$ cat config.mk
export PLATFORM = sky130hd
export DESIGN_NAME = seq_mult
export DESIGN_NICKNAME = d
export VERILOG_FILES = /design/src/rtl/seq_mult.sv
export SDC_FILE = /design/constraint.sdc
export NUM_CORES = 1
export LEC_CHECK = 0
export BUFFER_PORTS_ARGS = -buffer_cell sky130_fd_sc_hd__buf_2
export CAP_MARGIN = 20
export CORE_AREA = 2 2 82 84
export CTS_BUF_LIST = sky130_fd_sc_hd__clkbuf_16
export DETAILED_ROUTE_END_ITERATION = 16
export DIE_AREA = 0 0 84 86
export PLACE_DENSITY = 0.8
export SYNTH_ARGS = -nofsm -noshare
export SYNTH_HDL_FRONTEND = slang
export SYNTH_SLANG_ARGS = --single-unit
$ cat constraint.sdc
create_clock -name clk -period 7.1 [get_ports clk]
set_input_delay 0.71 -clock clk [delete_from_list [all_inputs] [get_ports clk]]
set_output_delay 0.71 -clock clk [all_outputs]
set_load 0.05 [all_outputs]
$ cat src/rtl/seq_mult.sv
// Sequential shift-add multiplier: one adder iterated WIDTH times, start/ready/done handshake.
// Define SEQ_MULT_SIGNED_EN for two's complement operands and product (sign-magnitude internally).
module seq_mult #(
    parameter int unsigned WIDTH = 8
) (
    input  logic                 clk,
    input  logic                 rst_n,
    input  logic                 start,
    input  logic [WIDTH-1:0]     a,
    input  logic [WIDTH-1:0]     b,
    output logic                 ready,
    output logic                 busy,
    output logic                 done,
    output logic [2*WIDTH-1:0]   p
);
    localparam int unsigned PW = 2 * WIDTH;
    localparam int unsigned CW = $clog2(WIDTH) + 1;
    localparam logic [CW-1:0] LAST = CW'(WIDTH - 1);

    typedef enum logic [1:0] {
        IDLE,
        RUN,
        DONE
    } state_t;

    state_t state, state_next;

    logic [PW-1:0]    mcand;
    logic [PW-1:0]    acc;
    logic [PW-1:0]    acc_sum;
    logic [PW-1:0]    result;
    logic [WIDTH-1:0] mplier;
    logic [CW-1:0]    cnt;
    logic [WIDTH-1:0] a_mag;
    logic [WIDTH-1:0] b_mag;

`ifdef SEQ_MULT_SIGNED_EN
    logic neg;

    // |-2^(WIDTH-1)| wraps to 2^(WIDTH-1), which is still correct read as unsigned.
    assign a_mag  = a[WIDTH-1] ? WIDTH'(-a) : a;
    assign b_mag  = b[WIDTH-1] ? WIDTH'(-b) : b;
    assign result = neg ? PW'(-acc_sum) : acc_sum;

    always_ff @(posedge clk or negedge rst_n) begin
        if (!rst_n) begin
            neg <= 1'b0;
        end else if (state == IDLE && start) begin
            neg <= a[WIDTH-1] ^ b[WIDTH-1];
        end
    end
`else
    assign a_mag  = a;
    assign b_mag  = b;
    assign result = acc_sum;
`endif

    assign acc_sum = mplier[0] ? acc + mcand : acc;

    always_ff @(posedge clk or negedge rst_n) begin
        if (!rst_n) begin
            state <= IDLE;
        end else begin
            state <= state_next;
        end
    end

    always_comb begin
        state_next = state;
        ready      = 1'b0;
        busy       = 1'b0;
        done       = 1'b0;
        case (state)
            IDLE: begin
                ready = 1'b1;
                if (start) state_next = RUN;
            end
            RUN: begin
                busy = 1'b1;
                if (cnt == LAST) state_next = DONE;
            end
            DONE: begin
                busy       = 1'b1;
                done       = 1'b1;
                state_next = IDLE;
            end
            default: state_next = IDLE;
        endcase
    end

    always_ff @(posedge clk or negedge rst_n) begin
        if (!rst_n) begin
            mcand  <= '0;
            mplier <= '0;
            acc    <= '0;
            cnt    <= '0;
            p      <= '0;
        end else begin
            case (state)
                IDLE: begin
                    if (start) begin
                        mcand  <= PW'(a_mag);
                        mplier <= b_mag;
                        acc    <= '0;
                        cnt    <= '0;
                    end
                end
                RUN: begin
                    acc    <= acc_sum;
                    mcand  <= mcand << 1;
                    mplier <= mplier >> 1;
                    cnt    <= cnt + CW'(1);
                    if (cnt == LAST) p <= result;
                end
                default: ;
            endcase
        end
    end
endmodule

==> summary.md <==
| Metric | Value |
|---|---|
| Part of the cycle the worst path needs | `39.7%` |
| DR DRC count | `0` |
| Storage cell area | `about 1600 um^2` |
| Predominant post-synthesis flop cell | `dfrtp_1` |
| Pleak | `approximately 2.0 nW` |
| Largest net degree at the start of global routing | `63` |
| Worst slew margin | `between 30% and 40%` |
| Psw | `~0.78 mW` |
| CTS tree | `built` |
| Vias/cell | `just under 6` |
| DR WL/cell | `approximately 16 um` |
| Remaining Overflow, GRT | `0` |
| Antenna cell count | `0` |
| Multi-input gate area | `~1700 um^2` |
| Int Pwr | `around 1.1 mW` |
| Slew of the pin with the lowest slew margin | `0.959 ns` |
| Max-slew violations | `0` |
| Crit-path max cell delay | `~0.42 ns` |
| Setup TNS | `0 ns` |
| CP Launch Type | `flip-flop` |
| Seq cells post-synth | `62` |
| Clk pin slew, worst setup/hold paths | `around 0.05 ns` |
| Fill count | `approximately 520` |
| Register area share after synthesis | `roughly 46%` |
| Net count after synthesis | `376` |
| Crit path kind | `flip-flop to flip-flop` |
| Comb pwr share | `a little over two fifths` |
| Clk_skew | `about 0.0092 ns` |
| Hold-fix buffers, CTS | `0` |
| Status | `finished, final reports clean` |
| Post-cts sizing count | `0` |
| Area growth syn-to-layout | `17.2%` |
| Synth cell types | `40` |
| Initial antenna violation count | `0` |
| Yosys top cell area share | `around 46%` |
| Total power | `around 1.9 mW` |
| Req. time, crit path | `7.30 ns` |
| Clock sink count | `62` |
| DR iter-0 viols | `192` |
| Routed WL | `around 7.4 mm` |
| Global Route Usage Sum | `23.0%` |
| Slowest CP cell | `a221oi_2` |
| Core area | `approximately 6300 um^2` |
| Fin crit period | `2.82 ns` |
| Post-synth EDFFs | `0` |
| Clk buf depth | `2` |
| Cell Rows | `29` |
| Total of max-cap violations | `0` |
| Hold Fails Final Rpt | `0` |
| Yosys warns | `0` |
| Hold WC Path Type | `flip-flop to flip-flop` |
| CP Max Fanout | `4` |
| Clk_lat worst skew | `approximately 0.33 ns` |
| Sequential group share of total power | `~31%` |
| WP data arrival | `just over 3 ns` |
| I/O Buffers | `37` |
| GPL Wtd Cong | `about 0.84` |
| Max IR drop VDD | `about 260 uV` |
| First-pass GRT wire length | `between 10 and 15 mm` |
| Detail Placement HPWL | `4.98 mm` |
| Htree depth | `3` |
| Synth Area per Inst | `9.95 um^2` |
| Root Driver | `clkbuf_16` |
| Cts bufs inserted | `9` |
| Cell taking the most area after synthesis | `dfrtp_1` |
| Die footprint | `7220 um^2` |
| CP endpoint kind | `flip-flop` |
| Area contributors post-synth | `dfrtp_1 (46%), mux2i_1 (7.2%), ha_1 (7.1%)` |
| Cell Area, Synth | `approximately 3400 um^2` |
| FFs w/ async S/R, synth | `100%` |
| Pwr/cell area | `between 400 and 500 nW/um^2` |
| Syn Inst Count | `around 340` |
| Vias in the first global route | `approximately 2700` |
| Setup repair bufs after CTS | `0` |
| Die width | `84 um` |
| RSZ-0062 raised after global routing | `false` |
| Die H | `about 86 um` |
| Final setup viols | `0` |
| Switching share of power | `between 40% and 50%` |
| Crit-path cells | `ha_1 > fa_1 > a21o_1 > a221oi_2 > o221ai_1 > a21oi_1 > o21ai_0 > xor2_1 > nor3_1 > nor3_1` |
| Most frequent CP cell | `nor3_1` |
| # nets final | `409` |
| Max Fclk | `355 MHz` |
| Clk pwr share | `26.4%` |
| Initial Util | `about 53%` |
| Io pins | `38` |
| Vias | `2649` |
| Drt first pass iters | `4` |
| Final ANT Viol Nets | `0` |
| Layout cells sized above 1 | `16.5%` |
-- worst max-delay path, delay by kind of cell (launching register included) --
kind / cells / cell delay (ns)
AOI/OAI and AO/OA: 5 / 1.20
xor gates and xnor gates: 1 / 0.17
adders and majority gates: 2 / 0.64
DFF: 1 / 0.41
and+or+nand+nor: 2 / 0.27
-- power by group through the flow --
stage | registers [mW] | logic [mW] | clock network (mW)
floorplan | 0.635 | 0.556 | 0
global placement | 0.585 | 0.762 | 0
detailed placement | 0.594 | 0.782 | 0
CTS | 0.590 | 0.793 | 0.504
global route | 0.610 | 0.876 | 0.516
finish | 0.589 | 0.794 | 0.496
-- state kept, by name, summed over array words and instances, names as in the netlist --
| name | cells |
|---|---|
| cnt | 4 |
| mplier | 8 |
| p | 16 |
| state | 2 |
| acc | 16 |
| mcand | 16 |
-- area by class of cell --
cell class	count	share of cell area, %
clock buffer	9	5.73
clock inverter	7	2.86
inverter	6	0.573
multi-input combinational	251	43.6
sequential	62	39.5
tap	77	2.45
timing repair buffer	40	5.28
-- Yosys cell counts (2+ instances only) --
library cell,instances
a21o_1,9
a21oi_1,22
a22o_1,25
a31oi_1,3
and2_1,2
and3_1,3
buf_1,3
clkbuf_1,15
dfrtp_1,62
ha_1,19
inv_1,6
mux2i_1,24
nand2_1,44
nand3_1,6
nand4_1,3
nor2_1,14
nor2b_1,3
nor3_1,6
o211ai_1,2
o21a_1,2
o21ai_0,32
o21ai_1,2
xnor2_1,12
xor2_1,2
-- per-layer routing --
layer  global-route usage (%)  vias to the layer above  wire length [um]  share of wire (%)
li1                         -                     1293                 -                  -
met1                     29.3                     1289              3380                 45
met2                     37.2                       55              3610                 49
met3                     5.10                       12               294                4.0
met4                     11.7                        0               155                2.1
met5                        0                        -                 0                  0
-- per-stage QoR --
| stage | instance area, um^2 | util [%] | instances | hold slack (ns) | setup WS [ns] |
|---|---|---|---|---|---|
| finish | 3930 | 62.6 | 452 | 0.475 | 4.28 |
| global placement | 3590 | 57.2 | 436 | 0.460 | 4.43 |
| detailed placement | 3590 | 57.2 | 436 | 0.468 | 4.30 |
| floorplan | 3350 | - | 337 | 0.414 | 4.62 |
| global route | 3930 | 62.6 | 452 | 0.507 | 4.09 |
| CTS | 3930 | 62.6 | 452 | 0.480 | 4.28 |
-- cell families after synthesis --
| logic type | Yosys count | share of synthesized area [%] |
|---|---|---|
| XOR/XNOR | 14 | 3.66 |
| AND/OR/NAND/NOR | 85 | 11.2 |
| multiplexers | 25 | 7.50 |
| AO/OA/AOI/OAI | 107 | 21.0 |
| flip-flops | 62 | 46.3 |
| buffers and inverters | 24 | 2.69 |
| adder cells (fa/ha/maj) | 20 | 7.69 |
-- final timing paths --
kind	start	to	slack [ns]	cells past startpoint
min	p[0]	p[0]	0.48	2
min in group asynchronous	rst_n	mcand[2]	0.54	2
min reg2reg	p[0]	p[0]	0.48	2
max in group asynchronous	rst_n	p[0]	6.05	2
max reg2reg	mcand[0]	p[14]	4.28	10
max	mcand[0]	p[14]	4.28	10
-- placed cells by master (no fill, tap or decap), types with 2 or more instances in the layout --
| cell type | count |
|---|---|
| a21o_1 | 9 |
| a21oi_1 | 22 |
| a22o_1 | 25 |
| a31oi_1 | 3 |
| and2_1 | 2 |
| and3_1 | 3 |
| buf_2 | 37 |
| buf_4 | 3 |
| bufinv_16 | 3 |
| clkbuf_16 | 9 |
| clkinv_1 | 2 |
| clkinvlp_4 | 2 |
| dfrtp_1 | 62 |
| ha_1 | 19 |
| inv_1 | 6 |
| mux2i_1 | 24 |
| nand2_1 | 44 |
| nand3_1 | 6 |
| nand4_1 | 3 |
| nor2_1 | 14 |
| nor2b_1 | 3 |
| nor3_1 | 6 |
| o211ai_1 | 2 |
| o21a_1 | 2 |
| o21ai_0 | 32 |
| o21ai_2 | 2 |
| xnor2_1 | 12 |
| xor2_1 | 2 |
(Power assumes the default switching activity.)
